===== src/rtl/mips_mem_pkg.sv =====
// Shared definitions for the M-stage data-bus bridge: FSM state encodings,
// default error read data and address alignment helpers.
package mips_mem_pkg;

  // FSM state encodings (kept as plain constants for legacy tool flows)
  localparam logic [1:0] ST_IDLE = 2'd0;
  localparam logic [1:0] ST_BUSY = 2'd1;
  localparam logic [1:0] ST_DONE = 2'd2;

  // Value handed back to the core when the slave never answers
  localparam logic [31:0] ERR_RDATA_DEFAULT = 32'hDEADBEEF;

  // Low address bits that must be zero for a word access
  localparam logic [1:0] ALIGN_MASK = 2'b11;

  // True when the byte address points at a word boundary
  function automatic logic is_aligned(input logic [31:0] addr);
    return ((addr[1:0] & ALIGN_MASK) == 2'b00);
  endfunction

  // Word address presented on the bus (byte offset forced to zero)
  function automatic logic [31:0] word_addr(input logic [31:0] addr);
    return {addr[31:2], 2'b00};
  endfunction

endpackage


===== src/rtl/bus_timeout_cnt.sv =====
// Bus wait counter: counts BUSY cycles without an ack and flags when the
// last permitted cycle has been reached.
module bus_timeout_cnt #(
  parameter int unsigned LIMIT = 255
) (
  input  logic clk,
  input  logic rst_n,
  input  logic i_clr,
  input  logic i_en,
  output logic o_expired
);

  // Count value of the final permitted wait cycle
  localparam logic [7:0] LIMIT_M1 = 8'(LIMIT - 1);

  logic [7:0] r_cnt;

  // Clear on a new transaction, otherwise count enabled cycles (saturating)
  always_ff @(posedge clk or negedge rst_n) begin
    if (!rst_n) begin
      r_cnt <= 8'd0;
    end else if (i_clr) begin
      r_cnt <= 8'd0;
    end else if (i_en && (r_cnt != 8'hFF)) begin
      r_cnt <= r_cnt + 8'd1;
    end else begin
      r_cnt <= r_cnt;
    end
  end

  assign o_expired = (r_cnt == LIMIT_M1);

endmodule


===== src/rtl/data_mem_bridge.sv =====
// Memory-stage data-bus bridge: turns the core's single-cycle M-stage access
// into a req/ack bus transaction and stalls the pipeline until it completes,
// is rejected as misaligned, or times out.
module data_mem_bridge
  import mips_mem_pkg::*;
#(
  parameter int unsigned TIMEOUT_CYC = 255,
  parameter logic [31:0] ERR_RDATA   = ERR_RDATA_DEFAULT
) (
  input  logic        clk,
  input  logic        rst,
  input  logic        memreadM,
  input  logic        memwriteM,
  input  logic [31:0] aluoutM,
  input  logic [31:0] writedataM,
  output logic [31:0] readdataM,
  output logic        stallM,
  output logic        mem_err,
  output logic        bus_req,
  output logic        bus_we,
  output logic [31:0] bus_addr,
  output logic [31:0] bus_wdata,
  input  logic [31:0] bus_rdata,
  input  logic        bus_ack
);

  logic [1:0]  r_state;
  logic        r_bus_req;
  logic        r_bus_we;
  logic [31:0] r_bus_addr;
  logic [31:0] r_bus_wdata;
  logic [31:0] r_readdata;
  logic        r_mem_err;
  logic        r_is_read;   // pure load: return bus data
  logic        r_rd_zero;   // load+store collision: return zero

  logic        w_access;
  logic        w_aligned;
  logic        w_issue;
  logic        w_misalign;
  logic        w_ack_busy;
  logic        w_timeout;
  logic        w_cnt_en;
  logic        w_expired;
  logic [1:0]  w_state_nxt;

  bus_timeout_cnt #(
    .LIMIT (TIMEOUT_CYC)
  ) u_tmo (
    .clk       (clk),
    .rst_n     (rst),
    .i_clr     (w_issue),
    .i_en      (w_cnt_en),
    .o_expired (w_expired)
  );

  // Next-state and event decode for the IDLE/BUSY/DONE sequencer
  always_comb begin
    w_access    = memreadM | memwriteM;
    w_aligned   = is_aligned(aluoutM);
    w_issue     = 1'b0;
    w_misalign  = 1'b0;
    w_ack_busy  = (r_state == ST_BUSY) & bus_ack;
    w_timeout   = (r_state == ST_BUSY) & ~bus_ack & w_expired;
    w_cnt_en    = (r_state == ST_BUSY) & ~bus_ack;
    w_state_nxt = r_state;
    case (r_state)
      ST_IDLE: begin
        if (w_access) begin
          if (w_aligned) begin
            w_issue     = 1'b1;
            w_state_nxt = ST_BUSY;
          end else begin
            w_misalign  = 1'b1;
            w_state_nxt = ST_DONE;
          end
        end else begin
          w_state_nxt = ST_IDLE;
        end
      end
      ST_BUSY: begin
        if (w_ack_busy || w_timeout) begin
          w_state_nxt = ST_DONE;
        end else begin
          w_state_nxt = ST_BUSY;
        end
      end
      ST_DONE: begin
        w_state_nxt = ST_IDLE;
      end
      default: begin
        w_state_nxt = ST_IDLE;
      end
    endcase
  end

  // State register
  always_ff @(posedge clk or negedge rst) begin
    if (!rst) begin
      r_state <= ST_IDLE;
    end else begin
      r_state <= w_state_nxt;
    end
  end

  // Bus request: raised on issue, dropped on ack or abort (or reset)
  always_ff @(posedge clk or negedge rst) begin
    if (!rst) begin
      r_bus_req <= 1'b0;
    end else if (w_issue) begin
      r_bus_req <= 1'b1;
    end else if (w_ack_busy || w_timeout) begin
      r_bus_req <= 1'b0;
    end else begin
      r_bus_req <= r_bus_req;
    end
  end

  // Transaction attributes latched at issue and held for the slave
  always_ff @(posedge clk or negedge rst) begin
    if (!rst) begin
      r_bus_we    <= 1'b0;
      r_bus_addr  <= 32'd0;
      r_bus_wdata <= 32'd0;
      r_is_read   <= 1'b0;
      r_rd_zero   <= 1'b0;
    end else if (w_issue) begin
      r_bus_we    <= memwriteM;
      r_bus_addr  <= word_addr(aluoutM);
      r_bus_wdata <= writedataM;
      r_is_read   <= memreadM & ~memwriteM;
      r_rd_zero   <= memreadM & memwriteM;
    end else begin
      r_bus_we    <= r_bus_we;
      r_bus_addr  <= r_bus_addr;
      r_bus_wdata <= r_bus_wdata;
      r_is_read   <= r_is_read;
      r_rd_zero   <= r_rd_zero;
    end
  end

  // Load data to the core: updated only when an access finishes
  always_ff @(posedge clk or negedge rst) begin
    if (!rst) begin
      r_readdata <= 32'd0;
    end else if (w_misalign) begin
      r_readdata <= 32'd0;
    end else if (w_timeout) begin
      r_readdata <= ERR_RDATA;
    end else if (w_ack_busy && r_is_read) begin
      r_readdata <= bus_rdata;
    end else if (w_ack_busy && r_rd_zero) begin
      r_readdata <= 32'd0;
    end else begin
      r_readdata <= r_readdata;
    end
  end

  // Single-cycle error pulse for misalignment or bus timeout
  always_ff @(posedge clk or negedge rst) begin
    if (!rst) begin
      r_mem_err <= 1'b0;
    end else begin
      r_mem_err <= w_misalign | w_timeout;
    end
  end

  // Stall is combinational so the core freezes in the same cycle it asks;
  // it is forced low while reset is held.
  assign stallM    = w_access & (r_state != ST_DONE) & rst;
  assign bus_req   = r_bus_req;
  assign bus_we    = r_bus_we;
  assign bus_addr  = r_bus_addr;
  assign bus_wdata = r_bus_wdata;
  assign readdataM = r_readdata;
  assign mem_err   = r_mem_err;

endmodule


===== config.mk =====
export PLATFORM = sky130hd
export DESIGN_NAME = data_mem_bridge
export DESIGN_NICKNAME = d
export VERILOG_FILES = /design/src/rtl/mips_mem_pkg.sv /design/src/rtl/bus_timeout_cnt.sv /design/src/rtl/data_mem_bridge.sv
export SDC_FILE = /design/constraint.sdc
export NUM_CORES = 1
export LEC_CHECK = 0
export BUFFER_PORTS_ARGS = -buffer_cell sky130_fd_sc_hd__buf_2
export CORE_UTILIZATION = 44
export CTS_BUF_LIST = sky130_fd_sc_hd__clkbuf_8
export CTS_CLUSTER_DIAMETER = 50
export CTS_CLUSTER_SIZE = 20
export DETAILED_ROUTE_END_ITERATION = 8
export GPL_ROUTABILITY_DRIVEN = 0
export GPL_TIMING_DRIVEN = 0
export PLACE_DENSITY = 0.77
export SETUP_SLACK_MARGIN = 0.05
export SLEW_MARGIN = 20
export SYNTH_ARGS = -nofsm -noshare
export SYNTH_HDL_FRONTEND = slang
export SYNTH_SLANG_ARGS = --single-unit
export TNS_END_PERCENT = 100

===== constraint.sdc =====
create_clock -name clk -period 1.7 [get_ports clk]
set_input_delay 0.085 -clock clk [delete_from_list [all_inputs] [get_ports clk]]
set_output_delay 0.085 -clock clk [all_outputs]
set_load 0.1 [all_outputs]

## Word-level counts from Yosys, hierarchy flattened

Index checks and enable logic that the tools add are counted.

| storage, ports and cells | value |
|---|---|
| register bits | 109 |
| bits of input ports | 101 |
| output and inout bits | 100 |
| logic and storage cells | 53 |

| cells by class | value |
|---|---|
| add/sub/neg operators | 1 |
| eq/ne operators | 4 |
| mux-type cells | 18 |
| bitwise gates (word level) | 11 |
| reduce and logical (&&, ||, !) cells | 9 |

Operator list:

| kind | number |
|---|---|
| $mux 32 | 4 |
| $mux 8 | 2 |
| $add 8x1->8 const B | 1 |
| $eq 8x8->1 const B | 1 |
| $mux 1 | 8 |
| $ne 8x8->1 const B | 1 |
| $and 1x1->1 | 7 |
| $mux 2 | 3 |
| $logic_not 2->1 | 2 |
| $pmux 2 s2 | 1 |
| $reduce_bool 2->1 | 2 |
| $reduce_bool 4->1 | 1 |
| $logic_and 1x1->1 | 3 |
| $eq 2x1->1 const B | 1 |
| $ne 2x2->1 const B | 1 |
| $not 1->1 | 2 |
| $or 1x1->1 | 2 |
| $logic_or 1x1->1 | 1 |

## Depth between registers and ports, before layout

| logic depth | value |
|---|---|
| depth in word-level cells | 7 |
| depth in mapped cells | 5 |
| mapped depth without buffers | 5 |

## Cells and area by module

Synthesis repeated with hierarchy kept, for this count alone.

| unflattened totals | value |
|---|---|
| cells, all modules | 296 |
| area, all modules | 4408.0 µm² |

Modules (own cells, without submodules):

| module | times used | cells an instance | area each (µm²) | sequential area each (µm²) |
|---|---|---|---|---|
| data_mem_bridge | 1 | 243 | 3912.5 | 2527.4 |
| bus_timeout_cnt | 1 | 53 | 495.5 | 200.2 |

## Worst setup path after synthesis

OpenSTA, ideal clock, no wires.

| path | value |
|---|---|
| path type | register -> output |
| start point | reg r_state[1] |
| end point | out stallM |
| data arrival time | 1802 ps |
| data required time | 1615 ps |
| setup slack | -187 ps |
| stages on the path, launching flop included | 4 |
| path buffers | 0 |
| path through | dfrtp_1 > inv_1 > o21ai_0 > nor2_1 |

| between the ends | value |
|---|---|
| word-level cells in the longest chain between the ends | 3 |

Ends and longest elaborated chain:

| what | RTL line | RTL |
|---|---|---|
| from (decl) | data_mem_bridge.sv:27 | `logic [1:0] r_state;` |
| from (signal assigned) | data_mem_bridge.sv:102 | `r_state <= w_state_nxt;` |
| $ne 2x2->1 | data_mem_bridge.sv:170 | `assign stallM = w_access & (r_state != ST_DONE) & rst;` |
| $and 1x1->1 (2 in series) | data_mem_bridge.sv:170 |  |
| to (decl) | data_mem_bridge.sv:17 | `output logic stallM,` |

No other way between the ends.

## Worst setup path in the final report

| path | value |
|---|---|
| start point | reg r_state[1] |
| end point | reg r_bus_addr[17], in the netlist bus_addr[17] |

| between the ends | value |
|---|---|
| word-level cells in the longest chain between the ends | 2 |

Ends and longest elaborated chain:

| what | RTL line | RTL |
|---|---|---|
| $logic_not 2->1 | data_mem_bridge.sv:67 | `case (r_state)` |
| $mux 1 | data_mem_bridge.sv:67 |  |
| to (signal assigned) | data_mem_bridge.sv:129 | `r_bus_addr <= word_addr(aluoutM);` |
| to (signal assigned) | data_mem_bridge.sv:135 | `r_bus_addr <= r_bus_addr;` |
| to (decl) | data_mem_bridge.sv:30 | `logic [31:0] r_bus_addr;` |

No other way between the ends.
A chain may end at the register's enable or synchronous reset.

==> metrics <==
status=finished with violations; failing checks=negative hold slack, negative setup slack; FF-to-FF End=bus_addr[17]$_DFFE_PN0P_; Critical Path Start=r_state[1]$_DFF_PN0_; WL met2=7596 um; # DRC=0; pre-CTS setup slack=-0.2648 ns; Worst EP required=1.95 ns; Syn Inst Count=355; Yosys top cell by area=dfrtp_1; Post-synth EDFFs=0; most area-consuming cells after synthesis=dfrtp_1 (58%), mux2_4 (9.7%), mux2_2 (6.3%); first-pass GRT wire length=23430 um; Worst-Skew Late Latency=0.37 ns; Detailed Route WL=14890 um; flop and latch count out of synthesis=109; RR Startpoint=r_state[1]$_DFF_PN0_; CTS tree=done; PwrDens=1841 nW/um^2; Worst VDD drop=1915 uV; gr ovfl total=0; largest family of logic cells by synthesized area=multiplexers; Synth warnings=0; Rel. slew slack=52.58%; Worst R2R Path Depth=5; Synth Cell Area=4664 um^2; adder-cell share of the synthesized area=0.5365%; die span in y=105.0 um; area of the die=11020 um^2; setup violators final=101; metal3 WL=1060 um; initial antenna violation count=0; Synth Area in Compound Gates=8.664%; vias in the first global route=4514; max frequency=526.4 MHz; drt first pass iters=4; Layout area overhead=62.53%; Critical Path AT=2.15 ns; Setup CP Type=reg -> reg; vias per inst=5.077; highest metal used=met4; Final Max Slew Viols=0; cts bufs inserted=9; Yosys cell types=44; final worst-path cycle share=111.7%; Layout Nets=795; skew final=0.01287 ns; Pleak=0.003716 uW; Clock transition at path regs=0.11 ns; most frequent cell after synthesis=dfrtp_1; Final HPWL DP=8023 um; Post-DRT Antenna Nets=0; Vias=4229; worst setup margin=-0.1997 ns; share of the synthesized area in the top cell type=58.48%; fill cell count=627; hold buffers post-CTS=100; RSZ-0062 raised after global routing=yes; drt wl/cell=17.87 um; IO buf count=198; ant diodes=0; Mean Syn Cell Area=13.14 um^2; synth cell count leaders=dfrtp_1 (109), nand2_1 (36), inv_1 (34), mux2_4 (30), mux2_2 (26); final hold violations=83; mux cell area share after synthesis=18.24%; R2R Setup Slk=-0.20 ns; hold_ws=-0.1202 ns; 1st-iter DRT viols=224; Final Core Density=73.43%; M1 wire length=5849 um; CTS H-tree lvls=3; num ports=201; crit path launch type=flop; post-synthesis simple-gate area fraction=7.698%; Die Span X=105.0 um; Synth Flop Type=dfrtp_1; area used by multi-input combinational logic=1792 um^2; # rows=37; Tmin final=1.900 ns; layout cells sized above 1=50.36%; Root Buffer Master=clkbuf_8; Sink Count=109; sequential area share after synthesis=58.48%; CP max FO=10; Initial Util=45.18%; Core ar.=10320 um^2; deepest clock path buffer count=2; Synth async-reset ratio=100.0%; total track usage=27.30%; Setup crit end kind=flop; largest net degree at the start of global routing=85; xor/xnor share of the synthesized area=0%; Max-cap violations=0; hold crit path type=in -> async; FF+latch area=2730 um^2; worst slew pin tran=0.7086 ns
## what timing repair did
| action | in CTS | in global routing |
|---|---|---|
| hold endpoints to repair | 204 | 83 |
| cloned | 5 | 1 |
| gates resized for setup | 54 | 23 |
| buffers inserted | 19 | 2 |
| pin swaps | 13 | 7 |
| endpoints found under the setup margin | 103 | 107 |
## cells by family (layout without fill, tap and decap cells)
| kind of cell | Yosys count | count (layout) |
|---|---|---|
| AO/OA/AOI/OAI | 56 | 56 |
| adder cells (fa/ha/maj) | 2 | 2 |
| buffers and inverters | 53 | 394 |
| flip-flops | 109 | 109 |
| multiplexers | 66 | 66 |
| other | 1 | 2 |
| AND/OR/NAND/NOR | 68 | 68 |
## sequential cells by signal, summed over array words and instances, names as in the netlist
| signal | count |
|---|---|
| bus_wdata | 32 |
| readdataM | 32 |
| bus_addr | 30 |
| u_tmo.r_cnt | 8 |
| r_state | 2 |
| bus_req | 1 |
| bus_we | 1 |
| mem_err | 1 |
| r_is_read | 1 |
| r_rd_zero | 1 |
## metrics by stage
step                      total power [uW]  hold WS [ns]  cell area [um^2]  instances  TNS, ns
after detailed placement             11630      -0.03137              5866        691   -17.50
after CTS                            13770       -0.1069              7477        830   -14.97
after global placement               11510        0.2870              5832        690   -85.65
after global routing                 14380      -0.09935              7581        833   -19.23
final                                13960       -0.1202              7581        833   -15.63
after floorplan                      10360       -0.2106              4671        356   -3.085
## final cells by class
| cell class | count | share of cell area, % |
|---|---|---|
| plain buffers | 19 | 2.872 |
| well taps | 136 | 2.245 |
| flip-flops and latches | 109 | 36.01 |
| inverters | 34 | 1.683 |
| clock inverters | 6 | 0.8087 |
| repair buffers | 325 | 30.93 |
| multi-input cells | 194 | 23.63 |
| clock buffers | 10 | 1.815 |
## how the worst max path moves through the flow
stage                                  to  slack [ns]  cells past startpoint
6_report         bus_addr[17]$_DFFE_PN0P_       -0.20                      5
5_1_grt        u_tmo.r_cnt[4]$_DFFE_PN0P_       -0.23                      7
4_1_cts           bus_addr[5]$_DFFE_PN0P_       -0.20                      5
3_5_place_dp     bus_addr[30]$_DFFE_PN0P_       -0.26                      5
3_3_place_gp                       stallM       -1.29                      4
2_1_floorplan    bus_addr[26]$_DFFE_PN0P_       -0.08                      5
## placed cells by master, fill, tap and decap left out, types with 3 or more instances in the layout
master         Yosys  layout
buf_6              0      16
o21ai_1            0       3
o21ai_0            9       4
nand3_1            4       4
nand2_1           36      36
mux2i_1            4       4
dfrtp_1          109     107
o211ai_1          25      25
and4_1             4       4
dlygate4sd3_1      0      96
buf_4              4      14
nor2_1             5       4
mux2_4            30      36
mux2_2            26      26
buf_2              3     199
buf_12             4      11
clkbuf_8           0      10
o31ai_2            0       7
inv_1             34      34
## critical path, stage by stage (launching register included)
cell     delay, ns
dfrtp_2       0.44
or4_4         0.54
nor2_4        0.16
buf_12        0.17
buf_12        0.15
mux2_4        0.31
## report_power, final
group	total (uW)	internal [uW]	leakage [uW]	switching [uW]
clock network	1630	725	0.000108	903
logic	8470	1850	0.00224	6620
registers	3860	3370	0.00137	497
total	14000	5940	0.00372	8020
## layer usage
metal  track usage, %  vias to the layer above
met4            8.652                        0
met3            7.174                       31
met2            49.15                      212
met5                0                        -
li1                 -                     1912
met1            31.55                     2074
No activity file was read; power rests on OpenSTA's default activity.
